`src/rtl/bcd_to_bin_seq_pkg.sv`:
```
// Shared constants, FSM state type and BCD validity helper for the BCD-to-binary converter.
package bcd_to_bin_seq_pkg;

  localparam int DIGITS = 4;
  localparam int BCD_W  = 4 * DIGITS;
  localparam int BIN_W  = 14;
  localparam int CNT_W  = $clog2(BIN_W + 1);
  localparam int R_W    = BCD_W + BIN_W;

  localparam logic [CNT_W-1:0] LAST_CNT = CNT_W'(BIN_W - 1);

  typedef enum logic [1:0] {
    ST_IDLE  = 2'd0,
    ST_SHIFT = 2'd1,
    ST_DONE  = 2'd2
  } state_e;

  function automatic logic bcd_invalid(input logic [BCD_W-1:0] bcd);
    logic bad;
    bad = 1'b0;
    for (int i = 0; i < DIGITS; i++) begin
      if (bcd[4*i +: 4] > 4'd9) bad = 1'b1;
    end
    return bad;
  endfunction

endpackage

```
`src/rtl/bcd_to_bin_seq_if.sv`:
```
// Start/ready/done handshake and data bundle between a requester and the BCD-to-binary converter.
interface bcd_to_bin_seq_if;
  import bcd_to_bin_seq_pkg::*;

  logic             start;
  logic [BCD_W-1:0] bcd_in;
  logic             ready;
  logic             busy;
  logic             done;
  logic [BIN_W-1:0] bin_out;
  logic             err;

  modport master (
    output start, bcd_in,
    input  ready, busy, done, bin_out, err
  );

  modport slave (
    input  start, bcd_in,
    output ready, busy, done, bin_out, err
  );

endinterface

```
`src/rtl/bcd_to_bin_seq_nibble_adj.sv`:
```
// Reverse double-dabble digit correction: a shifted nibble >= 8 is pulled back by 3.
// Purely combinational, zero latency, no flow control.
module bcd_to_bin_seq_nibble_adj (
  input  logic [3:0] in_i,
  output logic [3:0] out_o
);

  assign out_o = (in_i >= 4'd8) ? (in_i - 4'd3) : in_i;

endmodule

```
`src/rtl/bcd_to_bin_seq.sv`:
```
// Sequential packed-BCD to binary converter, one reverse double-dabble iteration per clock.
// Latency BIN_W cycles from accept to done; start is only taken while ready, otherwise ignored.
module bcd_to_bin_seq
  import bcd_to_bin_seq_pkg::*;
(
  input logic           clk,
  input logic           rst_n,
  bcd_to_bin_seq_if.slave bus
);

  state_e           state_q, state_d;
  logic [CNT_W-1:0] cnt_q, cnt_d;
  logic [R_W-1:0]   sh_q, sh_d;
  logic [BIN_W-1:0] bin_q, bin_d;
  logic             err_q, err_d;
  logic             bad_q, bad_d;

  logic [R_W-1:0]   sh_right;
  logic [BCD_W-1:0] bcd_adj;
  logic [R_W-1:0]   sh_step;

  assign sh_right = sh_q >> 1;

  for (genvar g = 0; g < DIGITS; g++) begin : g_adj
    bcd_to_bin_seq_nibble_adj u_adj (
      .in_i  (sh_right[BIN_W + 4*g +: 4]),
      .out_o (bcd_adj[4*g +: 4])
    );
  end

  assign sh_step = {bcd_adj, sh_right[BIN_W-1:0]};

  always_comb begin
    state_d = state_q;
    cnt_d   = cnt_q;
    sh_d    = sh_q;
    bin_d   = bin_q;
    err_d   = err_q;
    bad_d   = bad_q;
    case (state_q)
      ST_IDLE, ST_DONE: begin
        if (bus.start) begin
          sh_d    = {bus.bcd_in, {BIN_W{1'b0}}};
          cnt_d   = '0;
          bad_d   = bcd_invalid(bus.bcd_in);
          state_d = ST_SHIFT;
        end else if (state_q == ST_DONE) begin
          state_d = ST_IDLE;
        end
      end
      ST_SHIFT: begin
        sh_d  = sh_step;
        cnt_d = cnt_q + CNT_W'(1);
        if (cnt_q == LAST_CNT) begin
          state_d = ST_DONE;
          bin_d   = bad_q ? '0 : sh_step[BIN_W-1:0];
          err_d   = bad_q;
        end
      end
      default: state_d = ST_IDLE;
    endcase
  end

  always_ff @(posedge clk) begin
    if (!rst_n) begin
      state_q <= ST_IDLE;
      cnt_q   <= '0;
      sh_q    <= '0;
      bin_q   <= '0;
      err_q   <= 1'b0;
      bad_q   <= 1'b0;
    end else begin
      state_q <= state_d;
      cnt_q   <= cnt_d;
      sh_q    <= sh_d;
      bin_q   <= bin_d;
      err_q   <= err_d;
      bad_q   <= bad_d;
    end
  end

  // done is exactly the single DONE-state cycle, so it cannot stretch or repeat
  assign bus.ready   = (state_q == ST_IDLE) || (state_q == ST_DONE);
  assign bus.busy    = (state_q == ST_SHIFT);
  assign bus.done    = (state_q == ST_DONE);
  assign bus.bin_out = bin_q;
  assign bus.err     = err_q;

endmodule

```
`src/flat_wrapper.sv`:
```
// flat-port wrapper written by rule: the top's interface ports become plain ports
module bcd_to_bin_seq_flat import bcd_to_bin_seq_pkg::*;
  (clk, rst_n, bus_start, bus_bcd_in, bus_ready, bus_busy, bus_done, bus_bin_out, bus_err);
  bcd_to_bin_seq_if bus_i ();
  input logic clk;
  input logic rst_n;
  input wire logic [$bits(bus_i.start)-1:0] bus_start;
  input wire logic [$bits(bus_i.bcd_in)-1:0] bus_bcd_in;
  output wire logic [$bits(bus_i.ready)-1:0] bus_ready;
  output wire logic [$bits(bus_i.busy)-1:0] bus_busy;
  output wire logic [$bits(bus_i.done)-1:0] bus_done;
  output wire logic [$bits(bus_i.bin_out)-1:0] bus_bin_out;
  output wire logic [$bits(bus_i.err)-1:0] bus_err;
  assign bus_i.start = bus_start;
  assign bus_i.bcd_in = bus_bcd_in;
  assign bus_ready = bus_i.ready;
  assign bus_busy = bus_i.busy;
  assign bus_done = bus_i.done;
  assign bus_bin_out = bus_i.bin_out;
  assign bus_err = bus_i.err;
  bcd_to_bin_seq u_core (.clk(clk), .rst_n(rst_n), .bus(bus_i));
endmodule
```
`config.mk`:
```
export PLATFORM = sky130hd
export DESIGN_NAME = bcd_to_bin_seq_flat
export DESIGN_NICKNAME = d
export VERILOG_FILES = /design/src/rtl/bcd_to_bin_seq_pkg.sv /design/src/rtl/bcd_to_bin_seq_if.sv /design/src/rtl/bcd_to_bin_seq_nibble_adj.sv /design/src/rtl/bcd_to_bin_seq.sv /design/src/flat_wrapper.sv
export SDC_FILE = /design/constraint.sdc
export NUM_CORES = 1
export LEC_CHECK = 0
export CAP_MARGIN = 20
export CORE_MARGIN = 4
export CORE_UTILIZATION = 48
export DETAILED_ROUTE_END_ITERATION = 6
export PLACE_DENSITY = 0.75
export SKIP_LAST_GASP = 1
export SLEW_MARGIN = 40
export SYNTH_ARGS = -nofsm -noshare
export SYNTH_HDL_FRONTEND = slang
export SYNTH_SLANG_ARGS = --single-unit
```
`constraint.sdc`:
```
create_clock -name clk -period 1.3 [get_ports clk]
set_input_delay 0.26 -clock clk [delete_from_list [all_inputs] [get_ports clk]]
set_output_delay 0.26 -clock clk [all_outputs]
set_load 0.01 [all_outputs]
```
== Word level (Yosys, flattened, before mapping) ==
Cells that the tools add are included.

* Register bits: 52
* Memories: 0
* Memory bits (writable): 0
* Output and inout port bits: 18
* Input port bits: 19
* Word-level logic and storage cells: 50
* ROM bits: 0
* Bits in latches: 0

* Divide/modulo/power cells: 0
* Reductions and logical operators: 8
* $add $sub $neg: 5
* Multiplexer cells: 17
* $mul: 0
* Shift operators: 0
* Eq/ne operators: 6
* Order comparisons: 8
* Bitwise operators: 0

{| class="wikitable"
|+ Operator list
! cell !! number
|-
| 30-bit one-hot mux with 2 select lines || 1
|-
| 30-bit 2-to-1 mux || 1
|-
| 4-bit 2-to-1 mux || 5
|-
| 4-bit > comparator (second input constant) || 4
|-
| 14-bit 2-to-1 mux || 1
|-
| 4-bit >= comparator (second input constant) || 3
|-
| 4-bit by 2-bit subtractor with 4-bit output (second input constant) || 3
|-
| 4-bit one-hot mux with 2 select lines || 1
|-
| 2-bit AND reduction || 4
|-
| 2-bit 2-to-1 mux || 3
|-
| 4-bit by 1-bit adder with 4-bit output (second input constant) || 1
|-
| 4-bit equality test (second input constant) || 1
|-
| 3-bit by 4-bit >= comparator with 1-bit output (second input constant) || 1
|-
| 1-bit 2-to-1 mux || 4
|-
| 2-bit one-hot mux with 2 select lines || 1
|-
| 3-bit by 2-bit subtractor with 4-bit output (second input constant) || 1
|-
| 3-bit != test (second input constant) || 1
|-
| 2-bit by 1-bit equality test with 1-bit output (second input constant) || 1
|-
| 2-bit equality test (second input constant) || 1
|-
| 2-bit zero test || 1
|-
| 2-bit by 1-bit != test with 1-bit output (second input constant) || 1
|-
| 2-bit != test (second input constant) || 1
|-
| 2-bit nonzero test || 1
|-
| 2-bit OR reduction || 1
|-
| 1-bit logical OR || 1
|}

== Depth between registers and ports, before layout ==
* Word-level depth: 5
* Gate-level depth with buffers: 8

== Modules after synthesis ==
From an unflattened synthesis, not the netlist that was laid out.

* Cells, all modules: 293
* Area, all modules: 2489.9 µm²

{| class="wikitable"
|+ By module, submodules not included
! module !! cells each !! area each (µm²) !! times used !! sequential area each (µm²)
|-
| bcd_to_bin_seq || 249 || 2184.6 || 1 || 1021.0
|-
| bcd_to_bin_seq_nibble_adj || 11 || 76.3 || 4 || 0.0
|}

== Worst setup path after synthesis ==
No wires, ideal clock.

* Path kind: register -> register
* From: register u_core.cnt_q[0]
* To: register u_core.bin_q[4], in the netlist u_core.bus.bin_out[4]
* Data required time: 1182 ps
* Cell stages (with the launch flop): 8
* Path slack: -76 ps
* Buffers on the path: 2
* Period minus slack after synthesis: 1376 ps
* Setup time: 118 ps
* Arrival time: 1258 ps
* Path through: dfxtp_1 ha_1 nand3_1 or2_1 buf_6 buf_6 nand2_2 a21boi_2

* Cells in the longest elaborated chain, start to end: 2

{| class="wikitable"
|+ Ends and longest elaborated chain
! element !! RTL line !! text
|-
| start, declared || bcd_to_bin_seq.sv:12 || <nowiki>logic [CNT_W-1:0] cnt_q, cnt_d;</nowiki>
|-
| start signal, assigned || bcd_to_bin_seq.sv:74 || <nowiki>cnt_q <= cnt_d;</nowiki>
|-
| 4-bit equality test || bcd_to_bin_seq.sv:54 || <nowiki>if (cnt_q == LAST_CNT) begin</nowiki>
|-
| 2-bit AND reduction (no source line) || - ||
|-
| end signal, assigned || bcd_to_bin_seq.sv:76 || <nowiki>bin_q <= bin_d;</nowiki>
|-
| end, declared || bcd_to_bin_seq.sv:14 || <nowiki>logic [BIN_W-1:0] bin_q, bin_d;</nowiki>
|}

Every way passes these cells.
A chain may end at the register's enable or synchronous reset.

== Worst setup path after layout ==
* From: input bus_start
* To: register u_core.sh_q[14]

* Cells in the longest elaborated chain, start to end: 2

{| class="wikitable"
|+ Ends and longest elaborated chain
! element !! RTL line !! text
|-
| start, declared || flat_wrapper.sv:7 || <nowiki>input wire logic [$bits(bus_i.start)-1:0] bus_start;</nowiki>
|-
| 2-bit != test (no source line) || - ||
|-
| 2-bit AND reduction (no source line) || - ||
|-
| end signal, assigned || bcd_to_bin_seq.sv:68 || <nowiki>sh_q <= '0;</nowiki>
|-
| end signal, assigned || bcd_to_bin_seq.sv:75 || <nowiki>sh_q <= sh_d;</nowiki>
|-
| end, declared || bcd_to_bin_seq.sv:13 || <nowiki>logic [R_W-1:0] sh_q, sh_d;</nowiki>
|}

Every way passes these cells.

==> flow_summary.json <==
{
  "run_status": "completed",
  "postLayoutCellArea_um2": 3070,
  "setup-violations-final": 0,
  "tightestPinTransition_ns": 0.379,
  "synth_ff_type": "sky130_fd_sc_hd__dfxtp_1",
  "cts_buffers": 5,
  "area_growth_pct": 28.0,
  "area_of_the_core_region_um2": 4790,
  "worstPathArrival_ns": 1.46,
  "fin_crit_ns": 1.27,
  "synthesis.nets": 280,
  "clkLatencyLatePin_ns": 0.30,
  "worstSetupStartpointType": "input pin",
  "antenna_cells": 0,
  "die_w_um": 78.7,
  "cts_tree": "yes",
  "placement.cell_area_um2": 2920,
  "synth.cell_area_um2": 2400,
  "number_of_h_tree_levels": 2,
  "gpl.final_weighted_congestion": 0.825,
  "detailed_place_hpwl_um": 3300,
  "ys_ff_latch": 51,
  "cp_slowest_stage_delay_ns": 0.50,
  "grt_start_max_net_pins": 41,
  "cp_max_fo": 6,
  "rsz_0062_raised_after_global_routing": "yes",
  "number_of_enable_type_register_cells_in_the_synthesized_netlist": 0,
  "finClkSkew_ns": 0.00792,
  "detailroute.via_count": 1922,
  "drcViolationCount": 0,
  "number_of_antenna_violations_at_the_first_check_in_global_routing": 0,
  "row_count": 25,
  "cts.path.max_buffers": 2,
  "fmaxAchievable_mhz": 786,
  "chipHeight_um": 78.7,
  "timing.final.max_slew_violations": 0,
  "leakagePower_nw": 1.17,
  "post_synth.cell_area_avg_um2": 9.48,
  "period_share_pct": 97.9,
  "worstPathRequired_ns": 1.49,
  "drt.antenna.violating_nets": 0,
  "max_cap_viol_count": 0,
  "firstDrtPassIters": 4,
  "port_buffers": 36,
  "setup.worst_path.end_class": "flop",
  "num_io_pins": 37,
  "timing.critical_path.max_delay_family": "buffers and inverters",
  "fillerInstances": 417,
  "async_reset_ff_share_pct": 0,
  "fraction_of_layout_instances_using_a_drive_strength_above_1_pct": 22.9,
  "vias_per_cell": 5.22,
  "grt_pass1_vias": 1786,
  "timing.setup.critical_path_class": "in2reg",
  "gr-usage-all-layers_pct": 15.6,
  "clock_sinks": 51,
  "worst_slew_margin_rel_pct": 74.7,
  "hold_violations": 0,
  "synthDistinctLibCells": 35,
  "critical_path.slowest_cell": "sky130_fd_sc_hd__clkdlybuf4s50_1",
  "setup_total_negative_slack_ns": 0,
  "worst-path-buf-inv": 2,
  "avgRoutedWirePerCell_um": 13.3,
  "nNetsFinal": 327,
  "globalRoute.totalOverflow": 0,
  "detail_route.iter0.violations": 140,
  "vdd.ir_drop.worst_v": 0.000584,
  "postRouteWirelength_um": 4890,
  "proportion_of_synthesized_chip_area_in_sequential_cells_pct": 42.6,
  "initial_utilization_pct": 50.1,
  "cts.reportedPaths.clkPinSlew_ns": 0.09,
  "synth_warnings": 0,
  "worstPathCellList": "clkdlybuf4s50_1, nor2b_4, nor2_4, buf_6, a221oi_2, nor2b_1",
  "holdBufCountCts": 0,
  "cellPowerDensity_nw_per_um2": 997,
  "grt_pass1_wl_um": 7880,
  "postSynthCellCount": 253,
  "clk_tree_root_cell": "sky130_fd_sc_hd__clkbuf_8",
  "min-delay-path-class": "reg2reg",
  "design.die.area_um2": 6190
}
-- final timing paths --
kind	end	start	slack, ns	cells after the start
setup / recovery	u_core.sh_q[14]	bus_start	0.03	6
hold reg to reg	u_core.bus.bin_out[6]	u_core.bus.bin_out[6]	0.45	2
setup reg to reg	u_core.bus.bin_out[13]	u_core.cnt_q[1]	0.03	7
hold / removal	u_core.bus.bin_out[6]	u_core.bus.bin_out[6]	0.45	2
-- flip-flops by register name (all words and copies together) (netlist names) --
register / count
u_core.bus.bin_out: 14
u_core.bad_q: 1
u_core.sh_q: 29
u_core.state_q: 2
u_core.cnt_q: 4
u_core.bus.err: 1
-- where the power goes --
group	internal [mW]	switching (mW)	total, mW	leakage, nW
registers	1.62	0.0690	1.69	0.416
logic	0.263	0.222	0.485	0.708
clock network	0.377	0.513	0.890	0.0412
total	2.26	0.804	3.06	1.17
-- logic make-up (layout without fill, tap and decap cells) --
group                      count (synthesis)  after routing  synth area share, %
and+or+nand+nor                           93             94                 23.0
AOI/OAI and AO/OA                         70             70                 22.4
DFF                                       51             51                 42.6
buffers and inverters                     25             72                 5.64
adders and majority gates                  8              8                 4.18
xor gates and xnor gates                   6              6                 2.19
-- stage by stage --
step | worst slack (ns) | total power, mW | cells | util, % | hold slack [ns]
after CTS | -0.0877 | 3.07 | 366 | 62.7 | 0.455
after global placement | -0.305 | 2.16 | 358 | 61.0 | 0.440
after detailed placement | -0.364 | 2.17 | 358 | 61.0 | 0.444
after global routing | -0.0467 | 3.21 | 368 | 64.1 | 0.472
after floorplan | 0.00118 | 1.99 | 253 | - | 0.395
final | 0.0277 | 3.06 | 368 | 64.1 | 0.451
-- cell usage in the layout, fill, tap and decap left out, types with 4 or more instances in the layout --
cell type	count
sky130_fd_sc_hd__a21boi_1	11
sky130_fd_sc_hd__nor2b_1	21
sky130_fd_sc_hd__clkdlybuf4s50_1	18
sky130_fd_sc_hd__ha_1	7
sky130_fd_sc_hd__inv_1	7
sky130_fd_sc_hd__a22oi_1	20
sky130_fd_sc_hd__dlygate4sd2_1	15
sky130_fd_sc_hd__o21ai_0	6
sky130_fd_sc_hd__nand2_2	11
sky130_fd_sc_hd__a21oi_1	7
sky130_fd_sc_hd__nor2_1	9
sky130_fd_sc_hd__clkbuf_8	5
sky130_fd_sc_hd__o211ai_1	6
sky130_fd_sc_hd__a21boi_2	10
sky130_fd_sc_hd__dfxtp_1	47
sky130_fd_sc_hd__nand2_1	18
sky130_fd_sc_hd__buf_4	13
sky130_fd_sc_hd__nand3b_1	15
sky130_fd_sc_hd__xnor2_1	6
sky130_fd_sc_hd__and3_1	4
-- synth_stat cells (3+ instances only) --
cell,n,area [um2]
sky130_fd_sc_hd__clkbuf_1,6,22.5
sky130_fd_sc_hd__dfxtp_1,51,1020
sky130_fd_sc_hd__nor2b_1,21,131
sky130_fd_sc_hd__nor2_1,9,33.8
sky130_fd_sc_hd__o21ai_0,6,30.0
sky130_fd_sc_hd__buf_4,3,22.5
sky130_fd_sc_hd__a21o_1,3,22.5
sky130_fd_sc_hd__nand2b_1,4,25.0
sky130_fd_sc_hd__xnor2_1,6,52.6
sky130_fd_sc_hd__nand2_1,19,71.3
sky130_fd_sc_hd__a21boi_2,10,113
sky130_fd_sc_hd__o221ai_1,3,26.3
sky130_fd_sc_hd__a22oi_1,20,150
sky130_fd_sc_hd__nand3b_1,15,113
sky130_fd_sc_hd__ha_1,8,100
sky130_fd_sc_hd__a21boi_1,7,52.6
sky130_fd_sc_hd__a21oi_1,7,35.0
sky130_fd_sc_hd__buf_6,3,33.8
sky130_fd_sc_hd__o211ai_1,6,45.0
sky130_fd_sc_hd__inv_1,8,30.0
sky130_fd_sc_hd__and3_1,4,25.0
sky130_fd_sc_hd__a221oi_1,3,26.3
sky130_fd_sc_hd__nand2_2,10,62.6
sky130_fd_sc_hd__a21boi_0,4,30.0
sky130_fd_sc_hd__buf_2,4,20.0
-- tightest hold or removal path: cells and delay by family (launching register included) --
kind             cells  cell delay (ns)
AND/OR/NAND/NOR      1             0.05
flip-flops           1             0.32
AO/OA/AOI/OAI        1             0.04
-- timing repair --
| action | CTS | global route |
|---|---|---|
| endpoints found under the hold margin | 0 | 0 |
| resized for setup | 28 | 22 |
| pin swaps | 0 | 16 |
| gates cloned | 0 | 2 |
| endpoints found under the setup margin | 28 | 41 |
| buffers inserted | 0 | 1 |
-- routing by layer --
| layer | vias up | track usage [%] | wire length [um] |
|---|---|---|---|
| met1 | 915 | 18.7 | 2290 |
| met5 | - | 0 | 0 |
| met3 | 7 | 4.24 | 188 |
| met2 | 30 | 26.9 | 2340 |
| met4 | 0 | 5.07 | 79 |
| li1 | 970 | - | - |
-- layout make-up --
cell class	count	area [um2]	area share (%)
multi-input combinational	178	1310	42.8
clock buffer	6	72.6	2.36
timing repair buffer	55	523	17.0
tap	67	83.8	2.73
clock inverter	2	12.5	0.408
sequential	51	1030	33.5
inverter	9	36.3	1.18
(Power assumes the default switching activity.)
